==> config.mk <==
export PLATFORM = sky130hd
export DESIGN_NAME = uart_tx_flow
export DESIGN_NICKNAME = d
export VERILOG_FILES = /design/src/rtl/uart_pkg.sv /design/src/rtl/baud_tick.sv /design/src/rtl/uart_tx_flow.sv
export SDC_FILE = /design/constraint.sdc
export NUM_CORES = 1
export LEC_CHECK = 0
export ABC_AREA = 1
export CORE_MARGIN = 5
export CORE_UTILIZATION = 54
export CTS_CLUSTER_DIAMETER = 120
export CTS_CLUSTER_SIZE = 20
export DETAILED_ROUTE_END_ITERATION = 8
export GPL_TIMING_DRIVEN = 0
export PLACE_DENSITY_LB_ADDON = 0.12
export SLEW_MARGIN = 30
export SYNTH_ARGS = -nofsm -noshare
export SYNTH_HDL_FRONTEND = slang
export SYNTH_HIERARCHICAL = 1
export SYNTH_SLANG_ARGS = --single-unit
==> constraint.sdc <==
create_clock -name CLK -period 2.56 [get_ports CLK]
set_clock_uncertainty 0.15 [all_clocks]
set_input_delay 0.384 -clock CLK [delete_from_list [all_inputs] [get_ports CLK]]
set_output_delay 0.384 -clock CLK [all_outputs]
set_load 0.02 [all_outputs]
==> src/rtl/uart_pkg.sv <==
// Shared types and constants for the UART transmit path.
package uart_pkg;

    typedef enum logic [2:0] {
        IDLE,
        WAIT_CTS,
        START,
        DATA,
        STOP
    } uart_tx_state_t;

    localparam int UART_FRAME_BITS       = 10;
    localparam int UART_DEFAULT_BAUD_DIV = 104;

endpackage

==> src/rtl/baud_tick.sv <==
// Bit-period counter: counts 0..BAUD_DIV-1 while enabled and pulses tick at terminal count.
module baud_tick #(
    parameter int BAUD_DIV = 104
) (
    input  logic clk,
    input  logic rst_n,
    input  logic clr,
    input  logic en,
    output logic tick
);

    localparam int            CW = $clog2(BAUD_DIV);
    localparam logic [CW-1:0] TC = CW'(BAUD_DIV - 1);

    logic [CW-1:0] cnt_q;
    logic [CW-1:0] cnt_d;

    always_comb begin
        cnt_d = cnt_q;
        tick  = 1'b0;
        if (clr) begin
            cnt_d = '0;
        end else if (en) begin
            if (cnt_q == TC) begin
                cnt_d = '0;
                tick  = 1'b1;
            end else begin
                cnt_d = cnt_q + CW'(1);
            end
        end
    end

    always_ff @(posedge clk or negedge rst_n) begin
        if (!rst_n) begin
            cnt_q <= '0;
        end else begin
            cnt_q <= cnt_d;
        end
    end

endmodule

==> src/rtl/uart_tx_flow.sv <==
// 8N1 serial transmitter with valid/ready byte intake and CTS-gated frame start.
module uart_tx_flow
    import uart_pkg::*;
#(
    parameter int BAUD_DIV  = UART_DEFAULT_BAUD_DIV,
    parameter int DATA_BITS = 8
) (
    input  logic                 CLK,
    input  logic                 RESETN,
    input  logic [DATA_BITS-1:0] I,
    input  logic                 VALID,
    output logic                 READY,
    input  logic                 CTSN,
    output logic                 TX,
    output logic                 BUSY
);

    localparam logic [2:0] LAST_IDX = 3'(DATA_BITS - 1);

    uart_tx_state_t       state_q, state_d;
    logic [DATA_BITS-1:0] sreg_q, sreg_d;
    logic [2:0]           idx_q, idx_d;
    logic                 tx_q, tx_d;
    logic                 busy_q, busy_d;
    logic                 cts_meta_q, cts_sync_q;
    logic                 rdy_en_q;
    logic                 baud_clr;
    logic                 baud_en;
    logic                 bit_done;

    baud_tick #(
        .BAUD_DIV(BAUD_DIV)
    ) u_baud_tick (
        .clk  (CLK),
        .rst_n(RESETN),
        .clr  (baud_clr),
        .en   (baud_en),
        .tick (bit_done)
    );

    assign baud_en = (state_q == START) || (state_q == DATA) || (state_q == STOP);

    always_comb begin
        state_d  = state_q;
        sreg_d   = sreg_q;
        idx_d    = idx_q;
        baud_clr = 1'b0;
        case (state_q)
            IDLE: begin
                if (rdy_en_q && VALID) begin
                    sreg_d  = I;
                    state_d = WAIT_CTS;
                end
            end
            WAIT_CTS: begin
                if (!cts_sync_q) begin
                    state_d  = START;
                    baud_clr = 1'b1;
                end
            end
            START: begin
                if (bit_done) begin
                    state_d = DATA;
                    idx_d   = '0;
                end
            end
            DATA: begin
                if (bit_done) begin
                    sreg_d = sreg_q >> 1;
                    idx_d  = idx_q + 3'd1;
                    if (idx_q == LAST_IDX) begin
                        state_d = STOP;
                    end
                end
            end
            STOP: begin
                if (bit_done) begin
                    state_d = IDLE;
                end
            end
            default: state_d = IDLE;
        endcase

        // Line level follows the state being entered so TX changes on the same edge.
        case (state_d)
            START:   tx_d = 1'b0;
            DATA:    tx_d = sreg_d[0];
            default: tx_d = 1'b1;
        endcase
        busy_d = (state_d != IDLE);
    end

    always_ff @(posedge CLK or negedge RESETN) begin
        if (!RESETN) begin
            state_q    <= IDLE;
            sreg_q     <= '0;
            idx_q      <= '0;
            tx_q       <= 1'b1;
            busy_q     <= 1'b0;
            cts_meta_q <= 1'b1;
            cts_sync_q <= 1'b1;
            rdy_en_q   <= 1'b0;
        end else begin
            state_q    <= state_d;
            sreg_q     <= sreg_d;
            idx_q      <= idx_d;
            tx_q       <= tx_d;
            busy_q     <= busy_d;
            cts_meta_q <= CTSN;
            cts_sync_q <= cts_meta_q;
            rdy_en_q   <= 1'b1;
        end
    end

    // rdy_en_q keeps READY low through reset even though state_q sits in IDLE.
    assign READY = rdy_en_q && (state_q == IDLE);
    assign TX    = tx_q;
    assign BUSY  = busy_q;

endmodule

# == Yosys cells after proc, flatten, opt, wreduce, memory -nomap -nowiden ==
# Cells that the tools add are included.
# classes
n_mux,22
addsub,2
n_reduce_logical,11
eq_ne,11
# ops
operator,n
$mux W3,8
$mux W7,3
$mux W8,2
$pmux W8 S2,1
$pmux W3 S5,1
$eq A3 B2 Y1 const B,4
$add A7 B1 Y7 const B,1
$eq A7 B7 Y1 const B,1
$eq A3 B3 Y1 const B,2
$ne A2 B2 Y1 const B,3
$pmux W3 S2,1
$reduce_and A3 Y1,2
$reduce_bool A2 Y1,3
$mux W1,5
$add A3 B1 Y3 const B,1
$eq A3 B1 Y1 const B,1
$logic_not A3 Y1,1
$reduce_bool A3 Y1,1
$logic_and A1 B1 Y1,2
$logic_or A1 B1 Y1,2
$pmux W1 S2,1
# totals
inputBits,12
out_inout_bits,3
elab_cells,56
regBits,26

# == Logic depth before layout (Yosys ltp) ==
# logic_depth
ltp_word,9
depth_mapped,12
depth_no_buf,12

# == Cells and area by module ==
# Netlist, hierarchy kept.
# modules_own_cells
module,seq_area_each_um2,cells_per_inst,instances,area_per_inst_um2
uart_tx_flow,479.2,110,1,888.4
baud_tick,175.2,53,1,409.1

# == Worst setup path before layout ==
# OpenSTA, ideal clock, no wires.
# synth_path
path_kind,register -> register
start,register state_q[0]
end,"register busy_q, in the netlist BUSY"
n_path_buf,0
t_arrival_ns,1.955
stages_incl_launch_ff,11
required_ns,2.285
setup_time_ns,0.125
slack_ns,0.329
cell_sequence,dfrtp_1 inv_1 nand2_1 a21oi_1 inv_1 nor3_1 nand2_1 o21ai_0 o21ai_2 nor2_1 nand3_1
# synth_between
elab_chain_len,8
word_cells_on_any_way,18
# synth_lines
item,line_no,source
from (decl),uart_tx_flow.sv:20,"uart_tx_state_t state_q, state_d;"
from (signal assigned),uart_tx_flow.sv:104,state_q <= state_d;
$eq A3 B2 Y1,uart_tx_flow.sv:41,assign baud_en = (state_q == START) || (state_q == DATA) || (state_q == STOP);
$logic_or A1 B1 Y1,uart_tx_flow.sv:41,
$logic_or A1 B1 Y1 *,uart_tx_flow.sv:41,
net baud_en,uart_tx_flow.sv:28,logic baud_en;
$mux W1 *,baud_tick.sv:23,end else if (en) begin
$mux W1 *,baud_tick.sv:21,if (clr) begin
net bit_done,uart_tx_flow.sv:29,logic bit_done;
"$mux W3, on equally long branches","uart_tx_flow.sv:77, uart_tx_flow.sv:62, uart_tx_flow.sv:68",
$pmux W3 S5 *,uart_tx_flow.sv:48,case (state_q)
net state_d[1],uart_tx_flow.sv:20,
$reduce_bool A3 Y1 *,uart_tx_flow.sv:90,busy_d = (state_d != IDLE);
net busy_d,uart_tx_flow.sv:24,"logic busy_q, busy_d;"
to (signal assigned),uart_tx_flow.sv:108,busy_q <= busy_d;
to (decl),uart_tx_flow.sv:24,
# Mark *: on every way through the listed nets, which the timed path passes. The rest lies on a longest branch.
# A chain may end at the register's enable or synchronous reset.

# == Worst setup path in the final report ==
# layout_path
start,register state_q[0]
end,output READY
# layout_between
elab_chain_len,2
# layout_lines
item,line_no,source
$logic_not A3 Y1,uart_tx_flow.sv:116,assign READY = rdy_en_q && (state_q == IDLE);
$logic_and A1 B1 Y1,uart_tx_flow.sv:116,
to (decl),uart_tx_flow.sv:12,"output logic READY,"
# Every way passes these cells.

==> impl_metrics.py <==
metrics = {
    "run_status": {
        "outcome": "finished clean",
    },
    "worst_setup_path": {
        "worstSetupStartpointType": "register",
        "critPathMaxStageDelay_ns": 0.61,
        "crit_fanout": 7,
        "worst_setup_path_end_kind": "primary output",
        "slowest_stage": "clkdlybuf4s50_1",
        "crit_arrival_ns": 1.81,
        "worstReg2RegEnd": "BUSY",
        "cp_common_cell": "nor2_1",
        "reg2reg_depth": 10,
        "cp_cell_sequence": "nor2_1 -> nand2_1 -> nor2_1 -> clkdlybuf4s50_1",
        "cp.required_ns": 2.03,
        "r2r_slack_ns": 0.22,
        "reg2reg_from": "state_q[0]",
        "critical_path_class": "register to primary output",
    },
    "pwr": {
        "switching_share": 0.204,
        "p_int_mw": 0.517,
        "p_leak_nw": 0.723,
        "irDropWorstVdd_mv": 0.346,
        "p_clk_frac": 0.315,
        "p_sw_mw": 0.133,
        "pwr-share-seq": 0.640,
        "powerDensity_nw_per_um2": 426,
        "combPwrFrac": 0.044,
    },
    "timing": {
        "hold_violations": 0,
        "rsz0062_at_grt": "false",
        "hold_slack_ns": 0.216,
        "slew_violations": 0,
        "worstMarginPinSlew_ns": 0.570,
        "fin_crit_ns": 2.34,
        "fin_crit_sh": 0.914,
        "max_freq_mhz": 427,
        "setup-violations-final": 0,
        "max_slew_margin": 0.620,
    },
    "yosys": {
        "yosysWarnings": 6,
        "ys_seq_area_frac": 0.504,
        "synth_nets": 178,
        "synth-seq-cells": 26,
        "syn_area_per_cell_um2": 7.96,
        "synth_cell_types": 20,
        "syn_inst": 163,
        "syn_area_um2": 1300,
    },
    "clock_network": {
        "cts.reportedPaths.clkPinSlew_ns": 0.14,
        "cts-root-buf": "clkbuf_4",
        "clkSinkCount": 26,
        "clk_latency_ns": 0.32,
        "htree_levels": 1,
        "clock_path_buffers": 2,
        "cts_setup_buffers": 0,
        "cts_tree": "built",
        "numCtsBuffers": 3,
    },
    "global_route": {
        "grt_remaining_overflow": 0,
        "antenna_found_initial": 0,
        "grt_pass1_vias": 1127,
        "track_usage": 0.169,
        "grt_max_degree": 27,
        "grt_pass1_wl_mm": 4.54,
    },
    "cells_and_area": {
        "stdcell_count": 210,
        "diodes": 0,
        "nets": 198,
        "layout-drive-gt1-share": 0.121,
        "area_growth_pct": 17.6,
    },
    "detailed_routing": {
        "wl_per_cell_um": 11.9,
        "vias_per_cell": 5.36,
        "drtIter0Drc": 75,
        "ant_nets": 0,
        "routed_wirelength_mm": 2.49,
        "num_vias": 1125,
        "dr.pass1.iters": 4,
        "drc": 0,
    },
    "worst_hold_path": {
        "holdPathEnd": "cts_sync_q",
        "hold_start": "cts_meta_q",
        "hold_class": "register to register",
        "hold-path-cell-count": 0,
    },
    "floorplan": {
        "start_util": 0.575,
        "dieArea_um2": 3480,
        "die_h_um": 59.0,
        "die_w_um": 59.0,
        "ios": 15,
        "rows": 17,
        "core_area_um2": 2250,
    },
    "run": {
        "max_cap_viol_count": 0,
    },
    "place": {
        "dp_cells": 205,
        "port-buffer-count": 14,
        "globalplace.congestion": 0.885,
        "hpwlAfterDp_mm": 1.87,
    },
}
[cell usage in the layout, fill, tap and decap left out, types with 2 or more instances in the layout]
cell type        instances
nand2_1                 53
nand2_2                  2
dfrtp_1                 23
clkdlybuf4s50_1         13
a21oi_1                  4
nor2_1                  14
inv_2                    4
dfstp_2                  3
nor2_4                   2
o21ai_0                  4
nor2_2                   3
o21ai_2                  2
clkbuf_4                 3
nand3_1                 27
ha_1                     3
inv_1                   12
xor2_1                   2
[layer usage]
layer / share of wire / GRT usage / vias to the layer above / wire [µm]
met5: 0 / 0 / - / 0
met4: 0.013 / 0.0744 / 0 / 32
met3: 0.055 / 0.0305 / 6 / 138
met2: 0.52 / 0.303 / 37 / 1280
met1: 0.42 / 0.194 / 524 / 1040
li1: - / - / 558 / -
[power groups by stage]
stage | clock network [mW] | logic, mW | registers (mW)
2_1_floorplan | 0 | 0.00322 | 0.423
3_3_place_gp | 0 | 0.0284 | 0.424
3_5_place_dp | 0 | 0.0281 | 0.424
4_1_cts | 0.214 | 0.0293 | 0.416
5_1_grt | 0.229 | 0.0322 | 0.417
6_report | 0.205 | 0.0288 | 0.416
[critical path, delay by kind of cell (launching register included)]
family	cells	cell delay [ns]
buffers and inverters	1	0.61
DFF	1	0.48
and+or+nand+nor	3	0.40
[area by class of cell]
class / instances / area, µm²
fillers: 189 / 729
multi-input cells: 121 / 594
repair buffers: 15 / 145
inverters: 16 / 60.1
well taps: 28 / 35.0
flip-flops and latches: 26 / 654
clock buffers: 4 / 36.3
[cells in the mapped netlist]
| master | instances | area share |
|---|---|---|
| nand4_1 | 1 | 0.0048 |
| mux2i_1 | 1 | 0.0077 |
| inv_1 | 12 | 0.035 |
| nor3_1 | 1 | 0.0039 |
| nor2_1 | 14 | 0.041 |
| inv_2 | 4 | 0.012 |
| o21ai_2 | 2 | 0.014 |
| nor2_4 | 2 | 0.017 |
| conb_1 | 1 | 0.0029 |
| dfstp_2 | 3 | 0.061 |
| o21ai_0 | 4 | 0.015 |
| xor2_1 | 2 | 0.014 |
| nor2_2 | 3 | 0.014 |
| dfrtp_1 | 23 | 0.44 |
| nand2_1 | 53 | 0.15 |
| nand3_1 | 27 | 0.10 |
| ha_1 | 3 | 0.029 |
| nand2_2 | 2 | 0.0096 |
| o21ai_1 | 1 | 0.0039 |
| a21oi_1 | 4 | 0.015 |
[how the worst max path moves through the flow]
stage	from	to	depth (start not counted)	slack (ns)
finish	state_q[0]	READY	4	0.22
global route	state_q[0]	BUSY	10	0.002
CTS	state_q[0]	BUSY	10	0.15
detailed placement	state_q[0]	BUSY	10	-0.02
global placement	state_q[0]	BUSY	10	0.03
floorplan	state_q[0]	BUSY	10	0.33
[cells by family (layout without fill, tap and decap cells)]
logic type	Yosys count	after routing	share of synthesized area
other	1	1	0.00289
adders and majority gates	3	3	0.0289
xor gates and xnor gates	2	2	0.0135
muxes	1	1	0.00771
and+or+nand+nor	103	103	0.348
DFF	26	26	0.504
AOI/OAI and AO/OA	11	11	0.0482
buffers and inverters	16	35	0.0463
[timing repair]
action | 4_1_cts | 5_1_grt
hold endpoints to repair | 23 | 0
setup endpoints to repair | 1 | 1
hold buffers | 1 | 0
gates resized for setup | 1 | 1
[stage by stage]
| stage | area [µm²] | worst slack (ns) | utilization | setup TNS (ns) | power [mW] |
|---|---|---|---|---|---|
| after floorplan | 1300 | 0.329 | - | 0 | 0.427 |
| after global placement | 1470 | 0.0266 | 0.653 | 0 | 0.452 |
| after detailed placement | 1470 | -0.0193 | 0.651 | -0.0193 | 0.452 |
| after CTS | 1520 | 0.147 | 0.674 | 0 | 0.659 |
| after global routing | 1530 | 0.00188 | 0.676 | 0 | 0.678 |
| final | 1530 | 0.220 | 0.676 | 0 | 0.650 |
[registers in the layout, indices dropped and copies added (netlist names)]
| signal | count |
|---|---|
| cts_meta_q | 1 |
| cts_sync_q | 1 |
| rdy_en_q | 1 |
| idx_q | 3 |
| u_baud_tick/cnt_q | 7 |
| BUSY | 1 |
| TX | 1 |
| sreg_q | 8 |
| state_q | 3 |
(Power assumes the default switching activity.)
